## src/rtl/pll_lock_sequencer_if.sv

```systemverilog
// PLL sequencer signal bundle: LOCK in, PLL reset / downstream reset out.
// Optional statistics counters appear when PLL_LOCK_SEQ_STATS_EN is defined.
interface pll_lock_sequencer_if;
    logic       pll_lock;
    logic       pll_rst;
    logic       out_reset;
    logic       ready;
    logic [1:0] state;
`ifdef PLL_LOCK_SEQ_STATS_EN
    logic [7:0] retry_cnt;
    logic [7:0] lossed_cnt;

    modport master (
        input  pll_lock,
        output pll_rst, out_reset, ready, state,
        output retry_cnt, lossed_cnt
    );
    modport slave (
        output pll_lock,
        input  pll_rst, out_reset, ready, state,
        input  retry_cnt, lossed_cnt
    );
`else
    modport master (
        input  pll_lock,
        output pll_rst, out_reset, ready, state
    );
    modport slave (
        output pll_lock,
        input  pll_rst, out_reset, ready, state
    );
`endif
endinterface

```

## src/rtl/pll_lock_sequencer.sv

```systemverilog
// HDMI PLL bring-up: pulse PLL reset, wait for and qualify LOCK, release video reset.
// Define PLL_LOCK_SEQ_STATS_EN to add saturating retry/lock-loss counters.
module pll_lock_sequencer #(
    parameter int RST_CYCLES    = 16,
    parameter int STABLE_CYCLES = 1024,
    parameter int LOCK_TIMEOUT  = 65536,
    parameter int CNT_W         = 17
) (
    input  logic                 clk27,
    input  logic                 reset,
    pll_lock_sequencer_if.master bus
);

    typedef enum logic [1:0] {
        S_PLL_RST   = 2'd0,
        S_WAIT_LOCK = 2'd1,
        S_STABLE    = 2'd2,
        S_RUN       = 2'd3
    } state_t;

    localparam logic [CNT_W-1:0] RST_LAST = CNT_W'(RST_CYCLES - 1);
    localparam logic [CNT_W-1:0] STB_LAST = CNT_W'(STABLE_CYCLES - 1);
    localparam logic [CNT_W-1:0] TO_LAST  = CNT_W'(LOCK_TIMEOUT - 1);

    logic             r_sync1;
    logic             r_sync2;
    state_t           r_state;
    logic [CNT_W-1:0] r_cnt;
    logic             r_pll_rst;
    logic             r_out_reset;
    logic             r_ready;
    logic             w_lock_s;

    assign w_lock_s = r_sync2;

    // pll_lock is asynchronous to clk27
    always_ff @(posedge clk27) begin
        if (reset) begin
            r_sync1 <= 1'b0;
            r_sync2 <= 1'b0;
        end else begin
            r_sync1 <= bus.pll_lock;
            r_sync2 <= r_sync1;
        end
    end

    always_ff @(posedge clk27) begin
        if (reset) begin
            r_state     <= S_PLL_RST;
            r_cnt       <= '0;
            r_pll_rst   <= 1'b1;
            r_out_reset <= 1'b1;
            r_ready     <= 1'b0;
        end else begin
            unique case (r_state)
                S_PLL_RST: begin
                    if (r_cnt == RST_LAST) begin
                        r_state   <= S_WAIT_LOCK;
                        r_cnt     <= '0;
                        r_pll_rst <= 1'b0;
                    end else begin
                        r_cnt <= r_cnt + 1'b1;
                    end
                end
                S_WAIT_LOCK: begin
                    if (w_lock_s) begin
                        r_state <= S_STABLE;
                        r_cnt   <= '0;
                    end else if (r_cnt == TO_LAST) begin
                        r_state   <= S_PLL_RST;
                        r_cnt     <= '0;
                        r_pll_rst <= 1'b1;
                    end else begin
                        r_cnt <= r_cnt + 1'b1;
                    end
                end
                S_STABLE: begin
                    if (!w_lock_s) begin
                        r_state <= S_WAIT_LOCK;
                        r_cnt   <= '0;
                    end else if (r_cnt == STB_LAST) begin
                        r_state     <= S_RUN;
                        r_cnt       <= '0;
                        r_out_reset <= 1'b0;
                        r_ready     <= 1'b1;
                    end else begin
                        r_cnt <= r_cnt + 1'b1;
                    end
                end
                S_RUN: begin
                    r_cnt <= '0;
                    if (!w_lock_s) begin
                        r_state     <= S_WAIT_LOCK;
                        r_out_reset <= 1'b1;
                        r_ready     <= 1'b0;
                    end
                end
                default: begin
                    r_state <= S_PLL_RST;
                    r_cnt   <= '0;
                end
            endcase
        end
    end

    assign bus.pll_rst   = r_pll_rst;
    assign bus.out_reset = r_out_reset;
    assign bus.ready     = r_ready;
    assign bus.state     = r_state;

`ifdef PLL_LOCK_SEQ_STATS_EN
    logic [7:0] r_retry_cnt;
    logic [7:0] r_lossed_cnt;
    logic       w_retry;
    logic       w_loss;

    assign w_retry = (r_state == S_WAIT_LOCK) && !w_lock_s
                     && (r_cnt == TO_LAST);
    assign w_loss  = (r_state == S_RUN) && !w_lock_s;

    always_ff @(posedge clk27) begin
        if (reset) begin
            r_retry_cnt  <= '0;
            r_lossed_cnt <= '0;
        end else begin
            if (w_retry && r_retry_cnt != 8'hFF)
                r_retry_cnt <= r_retry_cnt + 1'b1;
            if (w_loss && r_lossed_cnt != 8'hFF)
                r_lossed_cnt <= r_lossed_cnt + 1'b1;
        end
    end

    assign bus.retry_cnt  = r_retry_cnt;
    assign bus.lossed_cnt = r_lossed_cnt;
`endif

endmodule
```

## src/flat_wrapper.sv

```systemverilog
// flat-port wrapper written by rule: the top's interface ports become plain ports
module pll_lock_sequencer_flat 
#(
    parameter int RST_CYCLES    = 16,
    parameter int STABLE_CYCLES = 1024,
    parameter int LOCK_TIMEOUT  = 65536,
    parameter int CNT_W         = 17
)
  (clk27, reset, bus_pll_lock, bus_pll_rst, bus_out_reset, bus_ready, bus_state);
  pll_lock_sequencer_if bus_i ();
  input  logic clk27;
  input  logic reset;
  input wire logic [$bits(bus_i.pll_lock)-1:0] bus_pll_lock;
  output wire logic [$bits(bus_i.pll_rst)-1:0] bus_pll_rst;
  output wire logic [$bits(bus_i.out_reset)-1:0] bus_out_reset;
  output wire logic [$bits(bus_i.ready)-1:0] bus_ready;
  output wire logic [$bits(bus_i.state)-1:0] bus_state;
  assign bus_i.pll_lock = bus_pll_lock;
  assign bus_pll_rst = bus_i.pll_rst;
  assign bus_out_reset = bus_i.out_reset;
  assign bus_ready = bus_i.ready;
  assign bus_state = bus_i.state;
  pll_lock_sequencer #(.RST_CYCLES(RST_CYCLES), .STABLE_CYCLES(STABLE_CYCLES), .LOCK_TIMEOUT(LOCK_TIMEOUT), .CNT_W(CNT_W)) u_core (.clk27(clk27), .reset(reset), .bus(bus_i));
endmodule
```

## config.mk

```make
export PLATFORM = sky130hd
export DESIGN_NAME = pll_lock_sequencer_flat
export DESIGN_NICKNAME = d
export VERILOG_FILES = /design/src/rtl/pll_lock_sequencer_if.sv /design/src/rtl/pll_lock_sequencer.sv /design/src/flat_wrapper.sv
export SDC_FILE = /design/constraint.sdc
export NUM_CORES = 1
export LEC_CHECK = 0
export BUFFER_PORTS_ARGS = -buffer_cell sky130_fd_sc_hd__buf_2
export CAP_MARGIN = 20
export CELL_PAD_IN_SITES_DETAIL_PLACEMENT = 1
export CELL_PAD_IN_SITES_GLOBAL_PLACEMENT = 2
export CORE_ASPECT_RATIO = 0.8
export CORE_UTILIZATION = 37
export CTS_CLUSTER_SIZE = 20
export DETAILED_ROUTE_END_ITERATION = 7
export GPL_TIMING_DRIVEN = 1
export PLACE_DENSITY_LB_ADDON = 0.1
export SETUP_SLACK_MARGIN = 0.02
export SLEW_MARGIN = 20
export SYNTH_ARGS = -nofsm -noshare
export SYNTH_HDL_FRONTEND = slang
export SYNTH_SLANG_ARGS = --single-unit
```

## constraint.sdc

```tcl
create_clock -name clk27 -period 2.8 [get_ports clk27]
set_clock_uncertainty 0.15 [all_clocks]
set_input_delay 0.42 -clock clk27 [delete_from_list [all_inputs] [get_ports clk27]]
set_output_delay 0.42 -clock clk27 [all_outputs]
set_load 0.01 [all_outputs]
```

# ---- Yosys cells after proc, flatten, opt, wreduce, memory -nomap -nowiden
# Cells that the tools add are included.
dict set report word_totals {
  word_cells 53
  output_inout_bits 5
  reg_bits 24
}
dict set report classes {
  add_sub_neg 1
  n_mux 25
  n_reduce_logical 6
  eq_ne 14
}
# operator count
set ops {}
lappend ops {{$mux W17} 5}
lappend ops {{$pmux W17 S4} 1}
lappend ops {{$add A17 B1 Y17 const B} 1}
lappend ops {{$eq A17 B10 Y1 const B} 1}
lappend ops {{$eq A17 B16 Y1 const B} 1}
lappend ops {{$eq A17 B4 Y1 const B} 1}
lappend ops {{$mux W2} 6}
lappend ops {{$reduce_and A4 Y1} 3}
lappend ops {{$mux W1} 9}
lappend ops {{$ne A2 B1 Y1 const B} 4}
lappend ops {{$pmux W2 S4} 1}
lappend ops {{$pmux W1 S2} 3}
lappend ops {{$eq A2 B2 Y1 const B} 2}
lappend ops {{$ne A2 B2 Y1 const B} 2}
lappend ops {{$reduce_bool A2 Y1} 2}
lappend ops {{$ne A3 B1 Y1 const B} 1}
lappend ops {{$ne A3 B3 Y1 const B} 1}
lappend ops {{$eq A2 B1 Y1 const B} 1}
lappend ops {{$logic_not A2 Y1} 1}

# ---- Depth between registers and ports, before layout
dict set report depth {
  word_depth 4
  ltp_mapped 10
  mapped_depth_nobuf 9
}

# ---- Least setup slack after synthesis
# OpenSTA, ideal clock, no wires.
dict set report synth_timing {
  kind {register to register}
  from {register u_core.r_cnt[0]}
  to {register u_core.r_state[0] (netlist: u_core.bus.state[0])}
  t_required_ns 2.529
  slack_ns 0.331
  setup_time_ns 0.121
  t_arrival_ns 2.198
  period_less_slack_ns 2.469
  path_stages_with_launch 10
  cell_sequence {dfxtp_1 ha_1 nand2_1 or2_2 nor2_1 and3_1 ha_1 nor2b_1 a2111oi_4 mux2_4}
}
dict set report synth_between {
  elab_chain_len 3
  elab_cells_between_ends 7
}
# item line
set synth_lines {}
lappend synth_lines {{start, declared} pll_lock_sequencer.sv:28} ;# logic [CNT_W-1:0] r_cnt;
lappend synth_lines {{start signal, assigned} pll_lock_sequencer.sv:62} ;# r_cnt <= r_cnt + 1'b1;
lappend synth_lines {{start signal, assigned} pll_lock_sequencer.sv:74} ;# r_cnt <= r_cnt + 1'b1;
lappend synth_lines {{start signal, assigned} pll_lock_sequencer.sv:87} ;# r_cnt <= r_cnt + 1'b1;
lappend synth_lines {{$eq A17 B10 Y1, or another cell as far along} pll_lock_sequencer.sv:81} ;# end else if (r_cnt == STB_LAST) begin
lappend synth_lines {{$ne A3 B3 Y1 (no line), or another cell as far along} -}
lappend synth_lines {{$reduce_and A4 Y1 (no line) *} -}
lappend synth_lines {{end signal, assigned} pll_lock_sequencer.sv:79} ;# r_state <= S_WAIT_LOCK;
lappend synth_lines {{end signal, assigned} pll_lock_sequencer.sv:82} ;# r_state <= S_RUN;
lappend synth_lines {{end signal, assigned} pll_lock_sequencer.sv:93} ;# r_state <= S_WAIT_LOCK;
lappend synth_lines {{end, declared} pll_lock_sequencer.sv:27} ;# state_t r_state;
# Mark *: on every way between the ends. The rest lies on a longest branch, timed or not.
# A chain may end at the register's enable or synchronous reset.

# ---- Worst setup path after layout
# Same ends and word-level chain as after synthesis.

==> flow_metrics.py <==
metrics = {
    "sta": {
        "rsz0062_at_grt": "no",
        "fin_setup_tns_ps": 0,
        "period_share_pct": 90.0,
        "final.setup.worst_slack_ps": 280,
        "worstMarginPinSlew_ps": 541,
        "max_freq_mhz": 397,
        "setup_viol": 0,
        "slew_headroom_pct": 63.7,
        "slew_viol_final": 0,
        "timing.final.crit_period_ps": 2520,
        "hold_violations": 0,
    },
    "floorplanning": {
        "io_pins": 8,
        "core_area_mm2": 0.00313,
        "start_util_pct": 39.3,
        "dieWidth_um": 66.5,
        "rows": 18,
        "dieArea_mm2": 0.00356,
        "die_y_um": 53.6,
    },
    "yosys": {
        "synthCells": 130,
        "synth_xor_area_share_pct": 9.97,
        "synth-seq-cells": 24,
        "synthMuxAreaShare_pct": 2.03,
        "yosysSeqAreaShare_pct": 39.1,
        "synthAdderAreaFrac_pct": 9.16,
        "yosys.area_share.simple_pct": 25.7,
        "yosysUniqueCellTypes": 37,
        "syn_area_mm2": 0.00123,
        "syn_area_per_cell_um2": 9.46,
        "syn-num-nets": 142,
        "synth_top_family_by_area": "simple AND/OR/NAND/NOR gates",
        "synth-compound-area-share_pct": 10.7,
        "ys_warn_count": 0,
    },
    "clocking": {
        "tritoncts": "done",
        "cts.clk_slew.worst_paths_ps": 90,
        "clock_path_buffers": 2,
        "clock_sinks": 24,
        "ctsHoldBuffers": 0,
        "numCtsBuffers": 3,
        "cts-root-buf": "clkbuf_8",
        "clock_latency_ps": 270,
        "postCtsResizedCells": 0,
        "htree_num_levels": 1,
    },
    "min_path": {
        "worstHoldEndpoint": "u_core.r_sync1$_SDFF_PP0_",
        "worstHoldStart": "bus_pll_lock",
        "min_path_cells": 2,
        "hold_class": "in -> reg",
    },
    "pwr": {
        "p_leak_nw": 0.532,
        "switching_share_pct": 24.4,
        "p_int_w": 0.000516,
        "power.density_mw_per_mm2": 496,
        "power_switching_w": 0.000167,
        "ir_drop_mv": 0.278,
        "p_clk_share_pct": 34.8,
        "sequentialPowerShare_pct": 53.5,
        "comb_power_share_pct": 11.7,
    },
    "drt": {
        "via_per_inst": 5.03,
        "post_drt_wl_per_cell_um": 13.5,
        "ant_nets": 0,
        "drc_errors": 0,
        "via_count": 915,
        "drtPass1Iterations": 4,
        "drt-total-wl_um": 2460,
        "drt_iter0_markers": 38,
    },
    "setup_path": {
        "r2r-start": "u_core.r_cnt[0]$_SDFF_PP0_",
        "r2r_slack_ps": 280,
        "path_class": "reg -> reg",
        "worst-endpoint-required_ps": 2810,
        "startpoint_type": "flop",
        "cp.arrival_ps": 2530,
        "rr_endpoint": "u_core.bus.state[0]$_SDFFE_PP0P_",
        "cp_max_fo": 4,
        "worst-r2r-cell-count": 9,
        "worstSetupEndpointType": "flop",
    },
    "placement": {
        "placed_area_mm2": 0.00132,
        "dpl_worst_slack_ps": 159,
        "numPortBuffers": 7,
        "place_hpwl_um": 1890,
        "place_congestion": 0.763,
    },
    "run_status": {
        "status": "complete, no violations",
    },
    "flow_run": {
        "maxCapViolations": 0,
    },
    "global_route": {
        "grt_max_degree": 17,
        "grt_pass1_vias": 874,
        "grt_pass1_wl_um": 4220,
        "antenna_found_initial": 0,
        "overflow": 0,
        "grt_usage_pct": 16.2,
    },
    "finish": {
        "fill_cells": 371,
        "final_area_mm2": 0.00138,
        "drive_above_1_share_pct": 16.9,
        "insertedDiodeCount": 0,
        "mostFrequentLayoutCell": "dfxtp_1",
        "final_nets": 155,
        "area_growth_pct": 12.0,
        "mostFrequentLayoutCells": "dfxtp_1 (24), nor2_1 (23), inv_1 (9), nand2_1 (9), ha_1 (9)",
    },
}
## cells in the mapped netlist (all sizes together)
library cell,count,area [um^2]
o2111ai,1,8.76
nor2,23,86.3
o31ai,1,7.51
nor2b,4,25.0
or2,1,6.26
nand3,4,20.0
nand4,5,31.3
nand2,10,40.0
or4,2,18.8
o311ai,1,26.3
and3b,1,10.0
dfxtp,24,480
o21ai,1,5.00
o21bai,1,7.51
mux2i,1,10.0
a221oi,2,17.5
xor2,7,61.3
a21oi,2,13.8
nor4,3,40.0
nor3b,1,7.51
a2111oi,1,27.5
ha,9,113
mux2,1,15.0
xnor2,7,61.3
and3,3,20.0
inv,9,33.8
buf,1,7.51
a211oi,1,7.51
and2,1,6.26
nor3,1,5.00
a221o,1,10.0
## cell type report
type | count | area, um^2 | area share (%)
multi-input cells | 96 | 708 | 51.4
clock buffers | 4 | 55.1 | 4.00
repair buffers | 9 | 50.0 | 3.63
well taps | 40 | 50.0 | 3.63
flip-flops and latches | 24 | 480 | 34.9
inverters | 9 | 33.8 | 2.45
## worst max path at each step
stage	start	endpoint	slack, ps	cells past startpoint
2_1_floorplan	u_core.r_cnt[0]$_SDFF_PP0_	u_core.bus.state[0]$_SDFFE_PP0P_	330	9
3_3_place_gp	u_core.r_cnt[0]$_SDFF_PP0_	u_core.bus.state[0]$_SDFFE_PP0P_	240	9
3_5_place_dp	u_core.r_cnt[0]$_SDFF_PP0_	u_core.bus.state[0]$_SDFFE_PP0P_	160	9
4_1_cts	u_core.r_cnt[0]$_SDFF_PP0_	u_core.bus.state[0]$_SDFFE_PP0P_	150	9
5_1_grt	u_core.r_cnt[0]$_SDFF_PP0_	u_core.r_cnt[5]$_SDFF_PP0_	110	10
6_report	u_core.r_cnt[0]$_SDFF_PP0_	u_core.bus.state[0]$_SDFFE_PP0P_	280	9
## repair_timing
item                                    CTS  global route
endpoints found under the setup margin    0             1
endpoints found under the hold margin     0             0
setup buffers                             0             0
## registers in the layout, summed over array words and instances (netlist names)
signal	cells
u_core.bus.out_reset	1
u_core.bus.pll_rst	1
u_core.bus.ready	1
u_core.bus.state	2
u_core.r_cnt	17
u_core.r_sync1	1
u_core.r_sync2	1
## critical path, stage by stage (launching register included)
cell and delay (ps):
dfxtp_1 360, ha_1 210, nand2_1 80, or2_2 340, nor2_1 180, and3_1 200
ha_1 170, nor2b_1 110, a2111oi_4 290, mux2_4 330
## kinds of logic after synthesis
kind of cell,count (synthesis)
adders and majority gates,9
DFF,24
and+or+nand+nor,59
buffers and inverters,10
xor gates and xnor gates,14
AOI/OAI and AO/OA,12
muxes,2
## layer usage
layer  routed length (um)  vias up  track usage (%)
met4                   12        0             3.19
met2                  938       13             23.0
met5                    0        -                0
met3                   96        2             5.30
met1                 1410      433             23.9
li1                     -      467                -
## power by group through the flow
stage                     combinational (W)  clock (W)  sequential (W)
final                             0.0000801   0.000237        0.000365
after global routing              0.0000895   0.000263        0.000367
after CTS                         0.0000809   0.000247        0.000366
after detailed placement          0.0000808          0        0.000373
after global placement            0.0000799          0        0.000373
after floorplan                   0.0000626          0        0.000372
## through the flow
step	hold WS, ps	cells	util, %	total power [W]
4_1_cts	217	182	44.0	0.000693
3_5_place_dp	283	178	42.2	0.000454
6_report	216	182	44.0	0.000683
5_1_grt	230	182	44.0	0.000720
3_3_place_gp	276	178	42.2	0.000453
2_1_floorplan	264	130	-	0.000434
(Power assumes the default switching activity.)
